[src/rtl/serial_bit_feeder.sv]
// Parallel-to-serial feeder: accepts a word through a valid/ready handshake and
// emits its low L bits MSB-first, one per clock, with gapless back-to-back words.
module serial_bit_feeder #(
  parameter int   WIDTH    = 8,
  parameter int   LEN_W    = $clog2(WIDTH + 1),
  parameter logic IDLE_BIT = 1'b0
) (
  input  logic             clock,
  input  logic             reset,
  input  logic             load_valid,
  output logic             load_ready,
  input  logic [WIDTH-1:0] load_data,
  input  logic [LEN_W-1:0] load_len,
  output logic             serial_out,
  output logic             serial_valid,
  output logic             busy,
  output logic             done
);

  typedef enum logic {IDLE, SHIFT} state_t;

  localparam logic [LEN_W-1:0] WIDTH_L = LEN_W'(WIDTH);
  localparam logic [LEN_W-1:0] ONE     = LEN_W'(1);
  localparam logic [LEN_W-1:0] TWO     = LEN_W'(2);

  state_t           state;
  logic [WIDTH-1:0] shreg;
  logic [LEN_W-1:0] cnt;    // bits of the current word still to show, including the one on serial_out

  logic [LEN_W-1:0] eff_len;
  logic [WIDTH-1:0] aligned;
  logic             take;

  // NOTE: every signal assigned here gets a value on every path, so no latch is inferred.
  always_comb begin
    eff_len = (load_len > WIDTH_L) ? WIDTH_L : load_len;
    // Left-align the word so its bit L-1 sits at the shift register MSB.
    aligned = load_data << (WIDTH_L - eff_len);
    // A zero-length word completes the handshake but is otherwise dropped.
    take    = load_valid && load_ready && (eff_len != '0);
  end

  // NOTE: sequential state uses non-blocking assignments so every register
  // samples pre-edge values, independent of statement order.
  always_ff @(posedge clock) begin
    if (reset) begin
      state        <= IDLE;
      shreg        <= '0;
      cnt          <= '0;
      serial_out   <= IDLE_BIT;
      serial_valid <= 1'b0;
      busy         <= 1'b0;
      done         <= 1'b0;
      load_ready   <= 1'b0;
    end else if (take) begin
      state        <= SHIFT;
      serial_out   <= aligned[WIDTH-1];
      shreg        <= aligned << 1;
      cnt          <= eff_len;
      serial_valid <= 1'b1;
      busy         <= 1'b1;
      done         <= (eff_len == ONE);
      load_ready   <= (eff_len == ONE);
    end else if (state == SHIFT) begin
      if (cnt == ONE) begin
        state        <= IDLE;
        serial_out   <= IDLE_BIT;
        serial_valid <= 1'b0;
        busy         <= 1'b0;
        done         <= 1'b0;
        load_ready   <= 1'b1;
      end else begin
        serial_out   <= shreg[WIDTH-1];
        shreg        <= shreg << 1;
        cnt          <= cnt - ONE;
        done         <= (cnt == TWO);
        load_ready   <= (cnt == TWO);
      end
    end else begin
      load_ready <= 1'b1;
    end
  end

endmodule
[config.mk]
export PLATFORM = sky130hd
export DESIGN_NAME = serial_bit_feeder
export DESIGN_NICKNAME = d
export VERILOG_FILES = /design/src/rtl/serial_bit_feeder.sv
export SDC_FILE = /design/constraint.sdc
export NUM_CORES = 1
export LEC_CHECK = 0
export BUFFER_PORTS_ARGS = -buffer_cell sky130_fd_sc_hd__buf_2
export CAP_MARGIN = 25
export CORE_UTILIZATION = 41
export CTS_BUF_LIST = sky130_fd_sc_hd__clkbuf_8 sky130_fd_sc_hd__clkbuf_16
export CTS_CLUSTER_SIZE = 12
export DETAILED_ROUTE_END_ITERATION = 10
export SYNTH_ARGS = -nofsm -noshare
export SYNTH_HDL_FRONTEND = slang
export SYNTH_SLANG_ARGS = --single-unit
[constraint.sdc]
create_clock -name clock -period 2.1 [get_ports clock]
set_input_delay 0.21 -clock clock [delete_from_list [all_inputs] [get_ports clock]]
set_output_delay 0.21 -clock clock [all_outputs]
set_load 0.1 [all_outputs]
======== Word level (Yosys, flattened, before mapping) ========
Index checks and enable logic that the tools add are counted.
storage, ports and cells
  register bits ........................... 16
  latch bits .............................. 0
  RAM bits ................................ 0
  memory bits (read-only) ................. 0
  input port bits ......................... 15
  output and inout bits ................... 5
  word-level logic and storage cells ...... 44
  memories kept ........................... 0
cells by class
  add/subtract/negate cells ............... 2
  multiply operators ...................... 0
  div/mod/pow operators ................... 0
  magnitude comparators ................... 1
  equality and inequality tests ........... 4
  shift operators ......................... 1
  muxes and demuxes ....................... 22
  bitwise logic cells ..................... 0
  reduce and logical (&&, ||, !) cells .... 7
operator list
  operator                                                               number
  8-bit two-way mux                                                      3
  4-bit two-way mux                                                      4
  1-bit two-way mux                                                      15
  4-bit by 1-bit equality test with 1-bit output, second input constant  2
  8-bit by 4-bit left shift with 8-bit output                            1
  4-bit by 2-bit equality test with 1-bit output, second input constant  1
  4-bit > comparator, second input constant                              1
  2-bit AND reduction                                                    2
  2-bit nonzero test                                                     2
  4-bit nonzero test                                                     1
  4-bit by 1-bit subtractor with 4-bit output, second input constant     1
  4-bit subtractor, first input constant                                 1
  1-bit logical AND                                                      2
  2-bit inequality test, second input constant                           1

======== Longest topological paths before layout ========
  depth after elaboration ................. 6
  mapped depth ............................ 9
  depth with buffers taken out ............ 7

======== Least setup slack after synthesis ========
Ideal clock, no wire load.
  path kind ............................... register to register
  from .................................... register load_ready
  to ...................................... register shreg[7]
  library setup time ...................... 86 ps
  data arrival time ....................... 1,936 ps
  data required time ...................... 2,014 ps
  setup slack ............................. 79 ps
  stages on the path, launching flop included .. 5
  path buffers ............................ 0
  period minus slack after synthesis ...... 2,021 ps
  path through ............................ dfxtp_1 -> nand2_1 -> nor3_1 -> o21ai_0 -> a211oi_1
on the way
  cells in the longest elaborated chain, start to end .. 4
  elaborated cells between the ends (all ways) .. 6
  those cells by class .................... eq/ne (1); mux (1); reduce/logical (4)
ends and longest elaborated chain
  element                                                                RTL line  text
  from (decl)                                                            11        output logic load_ready,
  from (signal assigned)                                                 63        load_ready <= (eff_len == ONE);
  from (signal assigned)                                                 77        load_ready <= (cnt == TWO);
  1-bit logical AND (*) (2 in series)                                    40        take = load_valid && load_ready && (eff_len != '0);
  2-bit inequality test (no line) or 2-bit nonzero test (tied branches)  n/a
  2-bit AND reduction (no line)                                          n/a
  to (signal assigned)                                                   58        shreg <= aligned << 1;
  to (signal assigned)                                                   74        shreg <= shreg << 1;
  to (decl)                                                              27        logic [WIDTH-1:0] shreg;
Every way passes the cells marked *; elsewhere a longest branch is shown, timed or not.
A chain may end at the register's enable or synchronous reset.

======== Worst setup path in the final report ========
  from .................................... register cnt[1]
  to ...................................... register shreg[5]
on the way
  cells in the longest elaborated chain, start to end .. 3
ends and longest elaborated chain
  element                                         RTL line  text
  from (decl)                                     28        logic [LEN_W-1:0] cnt;
  from (signal assigned)                          59        cnt <= eff_len;
  from (signal assigned)                          75        cnt <= cnt - ONE;
  4-bit by 1-bit equality test with 1-bit output  65        if (cnt == ONE) begin
  2-bit inequality test (no line)                 n/a
  2-bit AND reduction (no line)                   n/a
No other way between the ends.

==> results.toml <==
[outcome]
status = "finished with violations"
violations = "design-rule violations"

[grt]
grt.total_usage_pct = 20.7
grt_pass1_vias = 1126
grt_overflow = 0
grt_max_degree = 16
grt_pass1_wl_um = 5210
antenna_found_initial = 0

[layout]
antennaDiodeCount = 0
drive_gt1_share_pct = 29.2
fillCellCount = 282
multi_input_area_um2 = 836
nets = 189
final_cells = 199
seq_area_um2 = 320
postLayoutCoreUtil_pct = 51.3
syn_to_final_growth_pct = 16.6

[clock_tree]
ctsHtreeMaxLevel = 1
cts_sinks = 16
cts_tree = "done"
cts-root-buf = "clkbuf_8"
insertion_delay_ps = 250
ctsLongestPathBuffers = 2
post_cts_resize_count = 0
postCtsHoldBufs = 0
cts_buffers = 3
clkTransAtPathRegs_ps = 60
cts_setup_buffers = 0

[routing]
ant_nets = 0
drcViolationCount = 2
drt_wl_total_um = 3070
wl_per_cell_um = 15.4
vias = 1170
drtIter0Drc = 50
drt_pass1_iterations = 7
routed_via_density = 5.88

[critical_path]
cp_cell_sequence = "inv_1, ha_1, or3b_1, a32oi_1, o221ai_1, a31oi_1"
criticalPathCategory = "reg -> reg"
cpMaxStageDelayCell = "or3b_1"
cp-start-kind = "register"
cp-end-kind = "register"
path_max_fanout = 8
max_stage_delay_ps = 520
crit_arrival_ps = 2090
reg2reg_slack_ps = 180
cp_data_required_time_ps = 2270

[floorplan]
core-area_mm2 = 0.00281
die_w_um = 56.9
start_util_pct = 44.0
rows = 19
dieArea_mm2 = 0.00323
boundaryPins = 20
die_y_um = 56.9

[timing]
fin_crit_ps = 1920
rsz0062_at_grt = "no"
finClkSkew_ps = 1.16
fin_crit_sh_pct = 91.3
tns_ps = 0
tightest_slew_ps = 484
slew_violations = 0
clock.fmax_ghz = 0.521
setup_viol = 0
slew_headroom_pct = 68.0
hold_viol = 0

[logic_synthesis]
muxShareOfSynthArea_pct = 10.8
yosysMostFrequentCell = "dfxtp_1"
synthArstFlopShare_pct = 0
synth_common_cells = "16 x dfxtp_1, 10 x o21ai_0, 9 x nand2_1"
yosys_register_bits = 16
yosysTopAreaCell = "dfxtp_1"
synth_nets = 164
synth_edf_count = 0
synthSimpleGateAreaFrac_pct = 27.7
synth_top_cell_area_share_pct = 26.0
syn_area_per_cell_um2 = 8.57
yosys_warnings = 0
synth_cells = 144
ys.flop_type = "dfxtp_1"
synth_area_mm2 = 0.00123
synth-compound-area-share_pct = 22.1
synth_area_leaders = "dfxtp_1 26%, mux4_2 5.5%, ha_1 5.1%"
yosys.cell_types.count = 47
synth_xor_area_share_pct = 2.13
synth_fa_ha_area_share_pct = 5.07
synth_top_family_by_area = "simple AND/OR/NAND/NOR gates"
yosysSeqAreaShare_pct = 26.0

[power]
power_density_mw_per_mm2 = 683
vdd_drop_max_mv = 0.282
total_power_mw = 0.983
p_leak_nw = 0.563

[worst_hold_path]
hp-class = "in -> reg"

[placement]
dp.cells = 195
gp_congestion = 0.912
dp_hpwl_um = 2440
port_buffers = 19

[run]
maxCapViolCount = 0
## critical path: cells and delay by family, from the launching register on
kind                     cells  cell delay [ps]
AO/OA/AOI/OAI                3              690
flip-flops                   1              340
adder cells (fa/ha/maj)      1              190
AND/OR/NAND/NOR              1              520
buffers and inverters        1              100
## layer usage
metal | part of all wire, % | track usage (%) | vias up
li1 | - | - | 597
met1 | 47 | 26.9 | 542
met2 | 48 | 36.2 | 24
met3 | 2.8 | 2.53 | 7
met4 | 1.5 | 4.88 | 0
met5 | 0 | 0 | -
## report_power, final
group / total (mW) / switching [mW] / internal [mW]
combinational: 0.346 / 0.218 / 0.128
sequential: 0.363 / 0.0259 / 0.337
clock: 0.275 / 0.109 / 0.166
## sequential cells by signal, indices dropped and copies added, names as in the netlist
| register | cells |
|---|---|
| cnt | 4 |
| load_ready | 1 |
| shreg | 7 |
| serial_out | 1 |
| done | 1 |
| state | 1 |
| busy | 1 |
## kinds of logic after synthesis
family / after synthesis
flip-flops: 16
XOR/XNOR: 3
adder cells (fa/ha/maj): 5
multiplexers: 9
AND/OR/NAND/NOR: 56
AO/OA/AOI/OAI: 40
buffers and inverters: 15
## placed cells by master, fill, tap and decap left out, types with 2 or more instances in the layout
cell type,count
a211oi_1,4
a21oi_1,7
a311oi_1,2
a31oi_1,4
and2_1,2
buf_2,19
buf_4,9
clkbuf_8,4
dfxtp_1,16
ha_1,5
inv_1,5
inv_2,2
mux2_2,3
mux2i_1,2
mux4_2,3
nand2_1,9
nand2b_1,2
nand3_1,8
nand4_1,3
nand4b_1,3
nor2_1,5
nor2b_1,3
nor3_1,5
nor3b_1,2
nor3b_2,2
nor4_1,2
o21ai_0,10
o21ai_1,2
o221ai_1,2
o31ai_1,2
or3_1,3
or3b_1,2
xor2_1,2
## worst paths after layout
path | startpoint | endpoint | depth (start not counted)
setup / recovery | cnt[1]$_SDFFE_PP0P_ | shreg[5]$_SDFFE_PP0P_ | 6
hold / removal | reset | shreg[4]$_SDFFE_PP0P_ | 2
setup reg to reg | cnt[1]$_SDFFE_PP0P_ | shreg[5]$_SDFFE_PP0P_ | 6
hold reg to reg | shreg[1]$_SDFFE_PP0P_ | shreg[1]$_SDFFE_PP0P_ | 2
## stage by stage
step	setup slack [ps]	area, um^2	hold slack [ps]
2_1_floorplan	78.9	1230	379
3_3_place_gp	113	1380	462
3_5_place_dp	89.6	1380	465
4_1_cts	180	1440	282
5_1_grt	39.7	1440	313
6_report	182	1440	281
## final cells by class
cell class,instances,share of cell area (%)
Multi-Input combinational cell,113,58.1
Sequential cell,16,22.3
Timing Repair Buffer,28,11.3
Clock buffer,4,3.83
Tap cell,31,2.70
Inverter,7,1.83
Note: power is estimated with default switching activity, not from simulation.
